==> config.mk <==
export PLATFORM = sky130hd
export DESIGN_NAME = zet_prefix_fetch_flat
export DESIGN_NICKNAME = d
export VERILOG_FILES = /design/src/rtl/zet_fetch_pkg.sv /design/src/rtl/zet_prefix_fetch_if.sv /design/src/rtl/zet_prefix_classify.sv /design/src/rtl/zet_prefix_fetch.sv /design/src/flat_wrapper.sv
export SDC_FILE = /design/constraint.sdc
export NUM_CORES = 1
export LEC_CHECK = 0
export ABC_AREA = 0
export BUFFER_PORTS_ARGS = -buffer_cell sky130_fd_sc_hd__buf_2
export CELL_PAD_IN_SITES_DETAIL_PLACEMENT = 1
export CELL_PAD_IN_SITES_GLOBAL_PLACEMENT = 1
export CORE_MARGIN = 4
export CORE_UTILIZATION = 40
export DETAILED_ROUTE_END_ITERATION = 6
export GPL_TIMING_DRIVEN = 0
export PLACE_DENSITY_LB_ADDON = 0.05
export RECOVER_POWER = 25
export SLEW_MARGIN = 20
export SYNTH_ARGS = -nofsm -noshare
export SYNTH_HDL_FRONTEND = slang
export SYNTH_SLANG_ARGS = --single-unit
==> constraint.sdc <==
create_clock -name clk -period 4.75 [get_ports clk]
set_clock_uncertainty 0.2 [all_clocks]
set_input_delay 0.7125 -clock clk [delete_from_list [all_inputs] [get_ports clk]]
set_output_delay 0.7125 -clock clk [all_outputs]
set_load 0.05 [all_outputs]
==> src/rtl/zet_fetch_pkg.sv <==
// Shared constants and types for the instruction fetch front end:
// 8086 prefix byte values, segment encodings and the collector state.
package zet_fetch_pkg;

    localparam logic [7:0] PFX_LOCK  = 8'hF0;
    localparam logic [7:0] PFX_REPNZ = 8'hF2;
    localparam logic [7:0] PFX_REPZ  = 8'hF3;
    localparam logic [7:0] PFX_ES    = 8'h26;
    localparam logic [7:0] PFX_CS    = 8'h2E;
    localparam logic [7:0] PFX_SS    = 8'h36;
    localparam logic [7:0] PFX_DS    = 8'h3E;

    localparam logic [1:0] SEG_ES = 2'd0;
    localparam logic [1:0] SEG_CS = 2'd1;
    localparam logic [1:0] SEG_SS = 2'd2;
    localparam logic [1:0] SEG_DS = 2'd3;

    typedef enum logic [0:0] {
        PFX  = 1'b0,
        HOLD = 1'b1
    } fetch_state_e;

endpackage

==> src/rtl/zet_prefix_fetch_if.sv <==
// Byte-stream, decoder-handshake and decoded-prefix bundle of the prefix
// collector; slave is the collector side, master the feeding/consuming side.
interface zet_prefix_fetch_if #(
    parameter int CNT_W = 4
);
    logic [7:0]       byte_in;
    logic             byte_valid;
    logic             byte_ready;
    logic             flush;
    logic             op_ack;
    logic             rep_again;
    logic [1:0]       prefix;
    logic             seg_ovr;
    logic [1:0]       seg;
    logic             lock;
    logic [7:0]       opcode;
    logic             op_valid;
    logic [CNT_W-1:0] prefix_cnt;
    logic             pfx_err;

    modport slave (
        input  byte_in, byte_valid, flush, op_ack, rep_again,
        output byte_ready, prefix, seg_ovr, seg, lock, opcode, op_valid,
               prefix_cnt, pfx_err
    );

    modport master (
        output byte_in, byte_valid, flush, op_ack, rep_again,
        input  byte_ready, prefix, seg_ovr, seg, lock, opcode, op_valid,
               prefix_cnt, pfx_err
    );
endinterface

==> src/rtl/zet_prefix_classify.sv <==
// Combinational classifier: tells which 8086 prefix class a byte belongs to.
module zet_prefix_classify
    import zet_fetch_pkg::*;
(
    input  logic [7:0] byte_in,
    output logic       is_prefix,
    output logic       is_rep,
    output logic       rep_z,
    output logic       is_seg,
    output logic [1:0] seg_code,
    output logic       is_lock
);

    // Decode the byte against the prefix table.
    always_comb begin
        is_rep   = 1'b0;
        rep_z    = 1'b0;
        is_seg   = 1'b0;
        seg_code = SEG_ES;
        is_lock  = 1'b0;
        case (byte_in)
            PFX_LOCK:  is_lock = 1'b1;
            PFX_REPNZ: is_rep  = 1'b1;
            PFX_REPZ:  begin is_rep = 1'b1; rep_z = 1'b1; end
            PFX_ES:    begin is_seg = 1'b1; seg_code = SEG_ES; end
            PFX_CS:    begin is_seg = 1'b1; seg_code = SEG_CS; end
            PFX_SS:    begin is_seg = 1'b1; seg_code = SEG_SS; end
            PFX_DS:    begin is_seg = 1'b1; seg_code = SEG_DS; end
            default:   is_lock = 1'b0;
        endcase
        is_prefix = is_rep | is_seg | is_lock;
    end

endmodule

==> src/rtl/zet_prefix_fetch.sv <==
// Prefix collector: gathers 8086 prefixes, latches the opcode and holds the
// decoded instruction across REP re-executions.
module zet_prefix_fetch
    import zet_fetch_pkg::*;
#(
    parameter int MAX_PREFIX = 14,
    parameter int CNT_W      = 4
) (
    input  logic                clk,
    input  logic                rst_n,
    zet_prefix_fetch_if.slave   bus
);

    localparam logic [CNT_W-1:0] MAX_CNT = CNT_W'(MAX_PREFIX);

    fetch_state_e     state_r, state_s;
    logic [1:0]       prefix_r, prefix_s;
    logic             seg_ovr_r, seg_ovr_s;
    logic [1:0]       seg_r, seg_s;
    logic             lock_r, lock_s;
    logic [7:0]       opcode_r, opcode_s;
    logic             op_valid_r, op_valid_s;
    logic [CNT_W-1:0] cnt_r, cnt_s;
    logic             pfx_err_r, pfx_err_s;
    logic             ready_en_r;
    logic             accept_s;

    logic       is_prefix_s, is_rep_s, rep_z_s, is_seg_s, is_lock_s;
    logic [1:0] seg_code_s;

    zet_prefix_classify u_classify (
        .byte_in   (bus.byte_in),
        .is_prefix (is_prefix_s),
        .is_rep    (is_rep_s),
        .rep_z     (rep_z_s),
        .is_seg    (is_seg_s),
        .seg_code  (seg_code_s),
        .is_lock   (is_lock_s)
    );

    // ready_en_r keeps byte_ready low until one clock after reset release
    assign bus.byte_ready = ready_en_r & (state_r == PFX) & ~bus.flush;
    assign accept_s       = bus.byte_valid & bus.byte_ready;

    // Next-state and next-field logic.
    always_comb begin
        state_s    = state_r;
        prefix_s   = prefix_r;
        seg_ovr_s  = seg_ovr_r;
        seg_s      = seg_r;
        lock_s     = lock_r;
        opcode_s   = opcode_r;
        op_valid_s = op_valid_r;
        cnt_s      = cnt_r;
        pfx_err_s  = 1'b0;
        if (bus.flush) begin
            state_s    = PFX;
            prefix_s   = 2'b00;
            seg_ovr_s  = 1'b0;
            seg_s      = 2'b00;
            lock_s     = 1'b0;
            opcode_s   = 8'h00;
            op_valid_s = 1'b0;
            cnt_s      = '0;
        end else begin
            case (state_r)
                PFX: begin
                    if (accept_s && is_prefix_s && (cnt_r == MAX_CNT)) begin
                        // too many prefixes: drop the instruction's prefix state
                        pfx_err_s = 1'b1;
                        prefix_s  = 2'b00;
                        seg_ovr_s = 1'b0;
                        seg_s     = 2'b00;
                        lock_s    = 1'b0;
                        cnt_s     = '0;
                    end else if (accept_s && is_prefix_s) begin
                        cnt_s = cnt_r + CNT_W'(1);
                        if (is_rep_s) begin
                            prefix_s = {1'b1, rep_z_s};
                        end else if (is_seg_s) begin
                            seg_ovr_s = 1'b1;
                            seg_s     = seg_code_s;
                        end else begin
                            lock_s = is_lock_s | lock_r;
                        end
                    end else if (accept_s) begin
                        opcode_s   = bus.byte_in;
                        op_valid_s = 1'b1;
                        state_s    = HOLD;
                    end else begin
                        state_s = PFX;
                    end
                end
                HOLD: begin
                    if (bus.op_ack && op_valid_r && !bus.rep_again) begin
                        state_s    = PFX;
                        prefix_s   = 2'b00;
                        seg_ovr_s  = 1'b0;
                        seg_s      = 2'b00;
                        lock_s     = 1'b0;
                        opcode_s   = 8'h00;
                        op_valid_s = 1'b0;
                        cnt_s      = '0;
                    end else begin
                        state_s = HOLD;
                    end
                end
                default: state_s = PFX;
            endcase
        end
    end

    // State and output registers.
    always_ff @(posedge clk or negedge rst_n) begin
        if (!rst_n) begin
            state_r    <= PFX;
            prefix_r   <= 2'b00;
            seg_ovr_r  <= 1'b0;
            seg_r      <= 2'b00;
            lock_r     <= 1'b0;
            opcode_r   <= 8'h00;
            op_valid_r <= 1'b0;
            cnt_r      <= '0;
            pfx_err_r  <= 1'b0;
            ready_en_r <= 1'b0;
        end else begin
            state_r    <= state_s;
            prefix_r   <= prefix_s;
            seg_ovr_r  <= seg_ovr_s;
            seg_r      <= seg_s;
            lock_r     <= lock_s;
            opcode_r   <= opcode_s;
            op_valid_r <= op_valid_s;
            cnt_r      <= cnt_s;
            pfx_err_r  <= pfx_err_s;
            ready_en_r <= 1'b1;
        end
    end

    assign bus.prefix     = prefix_r;
    assign bus.seg_ovr    = seg_ovr_r;
    assign bus.seg        = seg_r;
    assign bus.lock       = lock_r;
    assign bus.opcode     = opcode_r;
    assign bus.op_valid   = op_valid_r;
    assign bus.prefix_cnt = cnt_r;
    assign bus.pfx_err    = pfx_err_r;

endmodule

==> src/flat_wrapper.sv <==
// flat-port wrapper written by rule: the top's interface ports become plain ports
module zet_prefix_fetch_flat import zet_fetch_pkg::*;
#(
    parameter int MAX_PREFIX = 14,
    parameter int CNT_W      = 4
)
  (clk, rst_n, bus_byte_in, bus_byte_valid, bus_flush, bus_op_ack, bus_rep_again, bus_byte_ready, bus_prefix, bus_seg_ovr, bus_seg, bus_lock, bus_opcode, bus_op_valid, bus_prefix_cnt, bus_pfx_err);
  zet_prefix_fetch_if #(.CNT_W(CNT_W)) bus_i ();
  input  logic clk;
  input  logic rst_n;
  input wire logic [$bits(bus_i.byte_in)-1:0] bus_byte_in;
  input wire logic [$bits(bus_i.byte_valid)-1:0] bus_byte_valid;
  input wire logic [$bits(bus_i.flush)-1:0] bus_flush;
  input wire logic [$bits(bus_i.op_ack)-1:0] bus_op_ack;
  input wire logic [$bits(bus_i.rep_again)-1:0] bus_rep_again;
  output wire logic [$bits(bus_i.byte_ready)-1:0] bus_byte_ready;
  output wire logic [$bits(bus_i.prefix)-1:0] bus_prefix;
  output wire logic [$bits(bus_i.seg_ovr)-1:0] bus_seg_ovr;
  output wire logic [$bits(bus_i.seg)-1:0] bus_seg;
  output wire logic [$bits(bus_i.lock)-1:0] bus_lock;
  output wire logic [$bits(bus_i.opcode)-1:0] bus_opcode;
  output wire logic [$bits(bus_i.op_valid)-1:0] bus_op_valid;
  output wire logic [$bits(bus_i.prefix_cnt)-1:0] bus_prefix_cnt;
  output wire logic [$bits(bus_i.pfx_err)-1:0] bus_pfx_err;
  assign bus_i.byte_in = bus_byte_in;
  assign bus_i.byte_valid = bus_byte_valid;
  assign bus_i.flush = bus_flush;
  assign bus_i.op_ack = bus_op_ack;
  assign bus_i.rep_again = bus_rep_again;
  assign bus_byte_ready = bus_i.byte_ready;
  assign bus_prefix = bus_i.prefix;
  assign bus_seg_ovr = bus_i.seg_ovr;
  assign bus_seg = bus_i.seg;
  assign bus_lock = bus_i.lock;
  assign bus_opcode = bus_i.opcode;
  assign bus_op_valid = bus_i.op_valid;
  assign bus_prefix_cnt = bus_i.prefix_cnt;
  assign bus_pfx_err = bus_i.pfx_err;
  zet_prefix_fetch #(.MAX_PREFIX(MAX_PREFIX), .CNT_W(CNT_W)) u_core (.clk(clk), .rst_n(rst_n), .bus(bus_i));
endmodule
==> results.md, run 1 <==
- Synth warn: 0
- Area growth syn-to-layout: 22.43%
- Antenna violations before repair: 0
- Top post-synthesis cells by area: dfrtp_1, a22o_1, o21ai_4, a21oi_1, o21ai_0
- Area leader, netlist: dfrtp_1
- PwrDens: 272.9 nW/um^2
- Placed cell count: 161
- Seq. cell area: 550.5 um^2
- Relative slew slack: 21.56%
- Vias in the first global route: 930
- Unique masters post-synth: 34
- Clock edge transition at the registers on the reported setup and hold paths: 120 ps
- Depth of the CTS H-tree: 1
- GRT Residual Overflow: 0
- Cells after Synth: 97
- Routed WL: 2526 um
- CTS root buf: clkbuf_4
- Routed via count: 881
- Worst skew pair latency: 300 ps
- Initial DRC Count: 28
- Status: complete, no violations
- Initial DRT Pass Iterations: 4
- Critical Path AT: 1370 ps
- Post-CTS Setup Inserts: 0
- Die area: 3602 um^2
- FMAX: 438.7 MHz
- Fill count: 302
- Register area share after synthesis: 50.87%
- Critical Path Source Type: input port
- Fin cells: 165
- Fin. Hold Viols: 0
- CTS Hold Bufs: 0
- RSZ-0062 raised after global routing: no
- Pins over their slew limit: 0
- Avg Inst Size Synth: 11.16 um^2
- Post-synthesis mux area share: 0.9249%
- DRC viols: 0
- Synth top area share: 50.87%
- First-pass GRT wire length: 4305 um
- VDD IR max: 0.1829 mV
- Synth Cell Area: 1082 um^2
- Routed Antenna Nets: 0
- Min-delay worst type: reg2reg
- WP data required: 3840 ps
- Post-CTS Resized: 0
- Final core occ: 52.53%
- Max-cap viol count: 0
- Initial cell density of the core: 42.91%
- Vias per inst: 5.339
- Measured slew at the worst slew-check pin: 1177 ps
- Input/output buffers: 34
- RePlAce Congestion: 0.6709
- # IOs: 35
- Synth Area in Adders: 2.312%
- Setup violations, final: 0
- Fraction of synthesized cell area in xor and xnor cells: 0%
- Leak Pwr: 0.6700 nW
- Largest net degree at the start of global routing: 23
- Seq cells post-synth: 22
- Post-Syn Nets: 113
- Compound-Gate Fraction of Synth Area: 24.05%
- Final Cycle Share: 47.99%
- Tmin final: 2279 ps
- Total Power: 0.3615 mW
- Row count: 18
- Core Region: 2522 um^2
- R2R setup slack: 2900 ps
- Layout Nets: 152
- Critical path class: in2out
- Simple-gate share of the synthesized area: 18.03%
- CTS buffer count: 3
- Setup TNS: 0 ps
- GRT Total Usage: 15.78%
- TritonCTS clock tree: done
- Diode count: 0
- Share of cells above drive strength 1: 35.56%
- Maximum root-to-sink buffer count: 2
- Height of the die: 60.02 um
- CTS sink cnt: 22
- Crit-path max FO: 5
- Multi-input gate area: 494.2 um^2
- WL per Instance: 15.31 um
- Chip Width: 60.02 um
- Worst Setup End Kind: output port
- Detailed Place HPWL: 1989 um
- Largest family of logic cells by synthesized area: compound AO/OA/AOI/OAI gates
## layer usage
metal | global-route usage [%] | wire, um | up-vias
li1 | - | - | 428
met3 | 3.456 | 100 | 2
met5 | 0 | 0 | -
met4 | 2.848 | 17 | 0
met2 | 27.01 | 1257 | 18
met1 | 20.51 | 1151 | 433
## synth_stat cells, drive strengths merged
master / n
inv: 6
o211ai: 1
nor3: 3
mux2i: 1
a211oi: 1
ha: 2
o41ai: 2
dfrtp: 22
nand2b: 2
conb: 1
nand4bb: 2
nand3: 4
buf: 1
nand2: 4
and3: 2
nor4b: 1
a22o: 8
or3b: 1
clkbuf: 1
a21o: 2
a2111oi: 1
a311oi: 1
o21ai: 9
and2: 3
nand4: 1
a21oi: 6
or2: 1
nor2: 8
## area by class of cell
| class | count | area share, % |
|---|---|---|
| plain buffers | 2 | 1.133 |
| clock buffers | 4 | 2.738 |
| inverters | 6 | 1.700 |
| multi-input cells | 67 | 37.30 |
| flip-flops and latches | 22 | 41.55 |
| well taps | 30 | 2.833 |
| repair buffers | 34 | 12.75 |
## cell families after synthesis
family                   after synthesis
buffers and inverters                  8
flip-flops                            22
adder cells (fa/ha/maj)                2
AO/OA/AOI/OAI                         31
AND/OR/NAND/NOR                       32
other                                  1
multiplexers                           1
## power breakdown
part / internal (mW) / switching (mW) / total [mW]
clock network: 0.0468 / 0.0559 / 0.103
logic: 0.0182 / 0.0439 / 0.0621
registers: 0.193 / 0.00376 / 0.197
total: 0.258 / 0.104 / 0.362
## final timing paths
| check | cells past startpoint | from | to |
|---|---|---|---|
| max | 4 | bus_flush | bus_byte_ready |
| min | 1 | u_core.bus.opcode[7] | u_core.bus.opcode[7] |
| max reg2reg | 6 | u_core.state_r | u_core.bus.seg[1] |
| min reg2reg | 1 | u_core.bus.opcode[7] | u_core.bus.opcode[7] |
| max in group asynchronous | 1 | rst_n | u_core.bus.seg[0] |
| min in group asynchronous | 1 | rst_n | u_core.bus.prefix_cnt[0] |
## flip-flops by register name (all words and copies together) (netlist names)
name / flops
u_core.bus.pfx_err: 1
u_core.bus.seg: 2
u_core.bus.op_valid: 1
u_core.state_r: 1
u_core.bus.opcode: 8
u_core.ready_en_r: 1
u_core.bus.prefix_cnt: 4
u_core.bus.prefix: 2
u_core.bus.seg_ovr: 1
u_core.bus.lock: 1
## worst max-delay path, stage by stage
cell and delay, ps:
buf_2 120, nor2_1 140, and2_1 140, buf_2 250
## through the flow
stage                     hold WS [ps]  worst slack (ps)  instance area (um^2)
after detailed placement         276.5              2390                  1290
after global placement           280.2              2416                  1290
final                            310.6              2471                  1325
after CTS                        160.0              2463                  1326
after global routing             335.7              2394                  1325
after floorplan                  216.9              2572                  1082
## placed cells by master, fill, tap and decap left out, types with 2 or more instances in the layout
| cell type | count |
|---|---|
| ha_1 | 2 |
| dfrtp_1 | 22 |
| o21ai_4 | 2 |
| a21o_1 | 2 |
| clkbuf_1 | 2 |
| inv_1 | 6 |
| clkbuf_4 | 3 |
| nand2_1 | 4 |
| nand2b_1 | 2 |
| nand3_1 | 4 |
| and2_1 | 2 |
| a21oi_1 | 6 |
| o21ai_0 | 6 |
| nor3_2 | 2 |
| nor2_1 | 8 |
| a22o_1 | 7 |
| and3_1 | 2 |
| nand4bb_1 | 2 |
| buf_2 | 33 |
(Power assumes the default switching activity.)
==> inputs of run 2 (changes only) <==
--- a/config.mk
+++ b/config.mk
@@ -10,7 +10,7 @@
 export CELL_PAD_IN_SITES_DETAIL_PLACEMENT = 1
 export CELL_PAD_IN_SITES_GLOBAL_PLACEMENT = 1
 export CORE_MARGIN = 4
-export CORE_UTILIZATION = 40
+export CORE_UTILIZATION = 37
 export DETAILED_ROUTE_END_ITERATION = 6
 export GPL_TIMING_DRIVEN = 0
 export PLACE_DENSITY_LB_ADDON = 0.05
==> constraint.sdc (replaced) <==
create_clock -name clk -period 2.25 [get_ports clk]
set_clock_uncertainty 0.2 [all_clocks]
set_input_delay 0.3375 -clock clk [delete_from_list [all_inputs] [get_ports clk]]
set_output_delay 0.3375 -clock clk [all_outputs]
set_load 0.05 [all_outputs]
==> run 2 against run 1 <==
  * Clock-buffer cell count did not move
  * Register-to-register slack got worse by 2500 ps
  * Via count rose by 2.5%
  * Critical endpoint is now u_core.bus.seg[1]
  * Largest cell class unchanged
==> results.md, run 2 (synthesis gave the netlist of run 1 again) <==
- Measured slew at the worst slew-check pin: 1221 ps
- CTS sink cnt: 22
- Chip Width: 62.09 um
- Final core occ: 48.04%
- Clock edge transition at the registers on the reported setup and hold paths: 120 ps
- Critical path class: reg2reg
- Depth of the CTS H-tree: 1
- GRT Total Usage: 15.21%
- Initial DRT Pass Iterations: 4
- Routed via count: 903
- VDD IR max: 0.3813 mV
- Top sig layer: met4
- Initial cell density of the core: 38.91%
- RSZ-0062 raised after global routing: no
- Diode count: 0
- Routed WL: 2569 um
- Routed Antenna Nets: 0
- Relative slew slack: 18.62%
- CTS buffer count: 3
- Max-cap viol count: 0
- Final Cycle Share: 83.62%
- M1 WL: 1170 um
- Worst Setup End Kind: register
- First-pass GRT wire length: 4209 um
- DRC viols: 0
- Critical Path AT: 1880 ps
- WL per Instance: 15.38 um
- Input/output buffers: 34
- Antenna violations before repair: 0
- # IOs: 35
- Post-CTS Setup Inserts: 0
- FMAX: 531.5 MHz
- Fin. Hold Viols: 0
- Core Region: 2781 um^2
- Layout Nets: 153
- Row count: 19
- Status: complete, no violations
- Critical Path Source Type: register
- TritonCTS clock tree: done
- Die area: 3855 um^2
- Crit-path max FO: 10
- Pins over their slew limit: 0
- Setup TNS: 0 ps
- Area growth syn-to-layout: 23.47%
- Min-delay worst type: in2reg
- PwrDens: 576.4 nW/um^2
- Setup violations, final: 0
- Tmin final: 1881 ps
- Maximum root-to-sink buffer count: 2
- GRT Residual Overflow: 0
- Share of cells above drive strength 1: 35.29%
- Largest net degree at the start of global routing: 23
- WP data required: 2250 ps
- Met3 WL: 124 um
- Worst skew pair latency: 310 ps
- Detail Route met2 WL: 1232 um
- Detailed Place HPWL: 1969 um
- Vias in the first global route: 888
- Vias per inst: 5.407
- Most frequent cells in the layout: buf_2, dfrtp_1, nor2_1
- Max FFs per register: 8
- Initial DRC Count: 43
- RePlAce Congestion: 0.7275
- Height of the die: 62.09 um
- Leak Pwr: 0.6741 nW
- Commonest non-fill, non-tap cell in the layout: buf_2
- CTS root buf: clkbuf_4
==> run 2: cell types whose count changed in the layout (fill, tap and decap cells not counted) <==
cell | before | now
dlygate4sd3_1 | 0 | 1
==> run 2: worst paths after layout <==
path | end | from | cells past startpoint | slack (ps)
worst max-delay path | u_core.bus.seg[1] | u_core.state_r | 6 | 370
worst min-delay path | u_core.bus.seg[1] | bus_byte_in[4] | 3 | 80
worst max register to register | u_core.bus.seg[1] | u_core.state_r | 6 | 370
worst min register to register | u_core.bus.opcode[5] | u_core.bus.opcode[5] | 1 | 310
max in group asynchronous | u_core.bus.opcode[4] | rst_n | 2 | 550
min in group asynchronous | u_core.bus.prefix_cnt[2] | rst_n | 2 | 580
==> run 2: metrics by stage <==
stage / worst slack, ps / total power, mW / instances / hold WS, ps / cell area [um^2]
after floorplan: 336.3 / 0.5061 / 97 / -158.1 / 1082
after global placement: 299.1 / 0.5540 / 162 / 136.2 / 1291
after detailed placement: 247.6 / 0.5572 / 162 / 139.7 / 1291
after CTS: 344.6 / 0.7861 / 167 / 72.74 / 1338
after global routing: 207.7 / 0.8185 / 167 / 72.25 / 1336
final: 368.7 / 0.7702 / 167 / 83.32 / 1336
==> run 2: power by group <==
group / switching, mW / internal, mW
Combinational: 0.0939 / 0.0395
Clock: 0.123 / 0.0989
Sequential: 0.00769 / 0.408
Total: 0.224 / 0.546
==> run 2: what timing repair did <==
item | 4_1_cts | 5_1_grt
endpoints found under the hold margin | 22 | 0
hold buffers | 1 | 0
resized for setup | 0 | 0
==> run 2: final cells by class <==
type | count | area (um^2)
multi-input combinational | 67 | 494.2
fill | 323 | 1445
inverter | 6 | 22.52
buffer | 2 | 15.01
timing repair buffer | 35 | 178.9
sequential | 22 | 550.5
clock buffer | 4 | 36.28
tap | 31 | 38.79
==> run 2: layer usage <==
metal  up-vias  GRT usage [%]
met5         -              0
met4         0          6.364
met3         4          2.479
met2        23          23.37
met1       446          21.15
li1        430              -
==> run 2: worst max-delay path, stage by stage (launching register included) <==
cell and delay (ps):
dfrtp_1 440, nor2_1 180, and3_1 180, clkbuf_1 250, o21ai_4 170, a21oi_1 250
o21ai_0 110
==> inputs of run 3 (changes only) <==
--- a/config.mk
+++ b/config.mk
@@ -5,12 +5,12 @@
 export SDC_FILE = /design/constraint.sdc
 export NUM_CORES = 1
 export LEC_CHECK = 0
-export ABC_AREA = 0
+export ABC_AREA = 1
 export BUFFER_PORTS_ARGS = -buffer_cell sky130_fd_sc_hd__buf_2
 export CELL_PAD_IN_SITES_DETAIL_PLACEMENT = 1
 export CELL_PAD_IN_SITES_GLOBAL_PLACEMENT = 1
 export CORE_MARGIN = 4
-export CORE_UTILIZATION = 37
+export CORE_UTILIZATION = 36
 export DETAILED_ROUTE_END_ITERATION = 6
 export GPL_TIMING_DRIVEN = 0
 export PLACE_DENSITY_LB_ADDON = 0.05
==> constraint.sdc (replaced) <==
create_clock -name clk -period 1.9 [get_ports clk]
set_clock_uncertainty 0.2 [all_clocks]
set_input_delay 0.285 -clock clk [delete_from_list [all_inputs] [get_ports clk]]
set_output_delay 0.285 -clock clk [all_outputs]
set_load 0.05 [all_outputs]
==> run 3 against run 2 <==
  * Combinational power rose by 100%
  * Hold slack got worse by 72 ps
  * Sequential power rose by 25%
==> results.md, run 3 <==
- Worst hold path startpoint: bus_byte_in[3]
- Clock edge transition at the registers on the reported setup and hold paths: 130 ps
- Synth warn: 0
- Commonest non-fill, non-tap cell in the layout: nand2_1
- Depth of the CTS H-tree: 1
- Critical Path Source Type: register
- Post-Layout Inst Area: 1494 um^2
- EDFF count, synth: 0
- Routed Antenna Nets: 0
- Avg Inst Size Synth: 8.437 um^2
- Area growth syn-to-layout: 26.48%
- Share of cells above drive strength 1: 35.00%
- DRC viols: 0
- Most frequent cells in the layout: nand2_1, buf_2, inv_1
- Worst Setup End Kind: output port
- Most frequent cells after synthesis: nand2_1, inv_1, dfrtp_1
- Leak Pwr: 0.9163 nW
- Diode count: 0
- Critical path class: reg2out
- Worst skew pair latency: 320 ps
- Post-place setup slack: 194.1 ps
- VDD IR max: 0.3182 mV
- Register area share after synthesis: 46.61%
- Fill count: 398
- Min-delay worst type: in2reg
- Seq cells post-synth: 22
- Initial DRT Pass Iterations: 2
- Tmin final: 1789 ps
- Pins over their slew limit: 0
- Maximum root-to-sink buffer count: 2
- Top post-synthesis cells by area: dfrtp_1, nand2_1, inv_1, nand2_4, nor2_1
- Synth top area share: 46.61%
- RSZ-0062 raised after global routing: no
- Cells after Synth: 140
- Synth Flop Type: dfrtp_1
- Worst reg2reg path depth: 8
- Unique masters post-synth: 25
- Die area: 4261 um^2
- RePlAce Congestion: 0.8044
- CTS buffer count: 3
- Setup TNS: 0 ps
- CTS sink cnt: 22
- Relative slew slack: 63.50%
- WHS Path Cells: 3
- Placed Instance Area: 1406 um^2
- Seq. cell area: 550.5 um^2
- Final worst slack: 110.6 ps
- First-pass GRT wire length: 4747 um
- Area leader, netlist: dfrtp_1
- Status: complete, no violations
- Final core occ: 48.15%
- CTS root buf: clkbuf_4
- Antenna violations before repair: 0
- Layout Nets: 197
- Critical Path AT: 1300 ps
- GRT Total Usage: 14.47%
- Initial cell density of the core: 38.06%
- Row count: 20
- # IOs: 35
- TritonCTS clock tree: done
- FF-to-FF Start: u_core.bus.prefix_cnt[0]
- Post-Syn Nets: 156
- Worst Hold End: u_core.bus.seg[0]
- Routed via count: 987
- Setup violations, final: 0
- Vias per inst: 4.406
- Measured slew at the worst slew-check pin: 547.6 ps
- Most common cell in the netlist: nand2_1
- FMAX: 558.9 MHz
- Multi-input gate area: 534.3 um^2
- R2R setup slack: 200 ps
- GRT Residual Overflow: 0
- Max-cap viol count: 0
- Total Power: 1.154 mW
- WP data required: 1410 ps
- Max FFs per register: 8
- Chip Width: 65.28 um
- Initial DRC Count: 21
- WL per Instance: 12.32 um
- Input/output buffers: 34
- Fin. Hold Viols: 0
- Synth Cell Area: 1181 um^2
- Final Cycle Share: 94.18%
- Crit-path max FO: 4
- Detailed Place HPWL: 2160 um
- Largest net degree at the start of global routing: 23
- Routed WL: 2760 um
- Reg2Reg Capture Point: u_core.bus.prefix_cnt[0]
- Core Region: 3103 um^2
- Vias in the first global route: 1058
- Height of the die: 65.28 um
- Asr flop ratio synth: 100.0%
- PwrDens: 772.5 nW/um^2
-- run 3: changes by cell type in the layout (fill, tap and decap cells not counted), sizes merged, moves of 3 or more --
cell / previous run / this run
a21oi: 6 / 1
a22o: 8 / 0
and2: 3 / 0
inv: 6 / 27
nand2: 4 / 48
nand3: 4 / 8
nor2: 8 / 13
-- run 3: area by class of cell --
cell class	count	area share, %
Timing Repair Buffer	36	13.23
Inverter	27	6.951
Multi-Input combinational cell	91	35.76
Tap cell	44	3.685
Sequential cell	22	36.85
Clock inverter	1	2.010
Clock buffer	3	1.508
-- run 3: per-stage QoR --
| step | hold slack [ps] | instances |
|---|---|---|
| after floorplan | -210.6 | 140 |
| after global placement | 73.83 | 218 |
| after detailed placement | 82.05 | 218 |
| after CTS | 1.478 | 224 |
| after global routing | 20.01 | 224 |
| final | 11.46 | 224 |
-- run 3: report_power, final --
group | internal (mW) | switching (mW)
registers | 0.494 | 0.0243
clock network | 0.213 | 0.153
logic | 0.0709 | 0.198
-- run 3: kinds of logic after synthesis --
family | Yosys count | synth area share [%]
and+or+nand+nor | 75 | 33.79
buffers and inverters | 27 | 8.792
DFF | 22 | 46.61
AOI/OAI and AO/OA | 11 | 6.886
xor gates and xnor gates | 2 | 1.483
adders and majority gates | 2 | 2.118
other | 1 | 0.3175
-- run 3: critical path: stages (launching register included) --
cell      delay (ps)
dfrtp_1          420
inv_2            130
nand2_4           80
nor2_4           110
clkbuf_4         240
-- run 3: worst max path at each step --
stage / startpoint / cells past startpoint / end / slack, ps
global placement: bus_byte_in[2] / 11 / u_core.bus.prefix[0] / 210
global route: u_core.state_r / 4 / bus_byte_ready / 20
finish: u_core.state_r / 4 / bus_byte_ready / 110
floorplan: u_core.bus.prefix_cnt[0] / 8 / u_core.bus.prefix[0] / 40
CTS: bus_byte_in[6] / 9 / u_core.bus.opcode[2] / 40
detailed placement: bus_byte_in[2] / 11 / u_core.bus.seg_ovr / 190
-- run 3: layer usage --
metal  vias up  share of wire [%]  GRT usage (%)
li1        503                  -              -
met1       458                 44          17.96
met2        22                 49          24.78
met3         4                5.1          2.222
met4         0                1.8          6.218
met5         -                  0              0
-- run 3: repair_timing --
| item | in CTS | in global routing |
|---|---|---|
| resized for setup | 0 | 5 |
| hold buffers | 2 | 0 |
| endpoints found under the setup margin | 0 | 13 |
| endpoints found under the hold margin | 23 | 0 |
| buffers inserted | 0 | 1 |
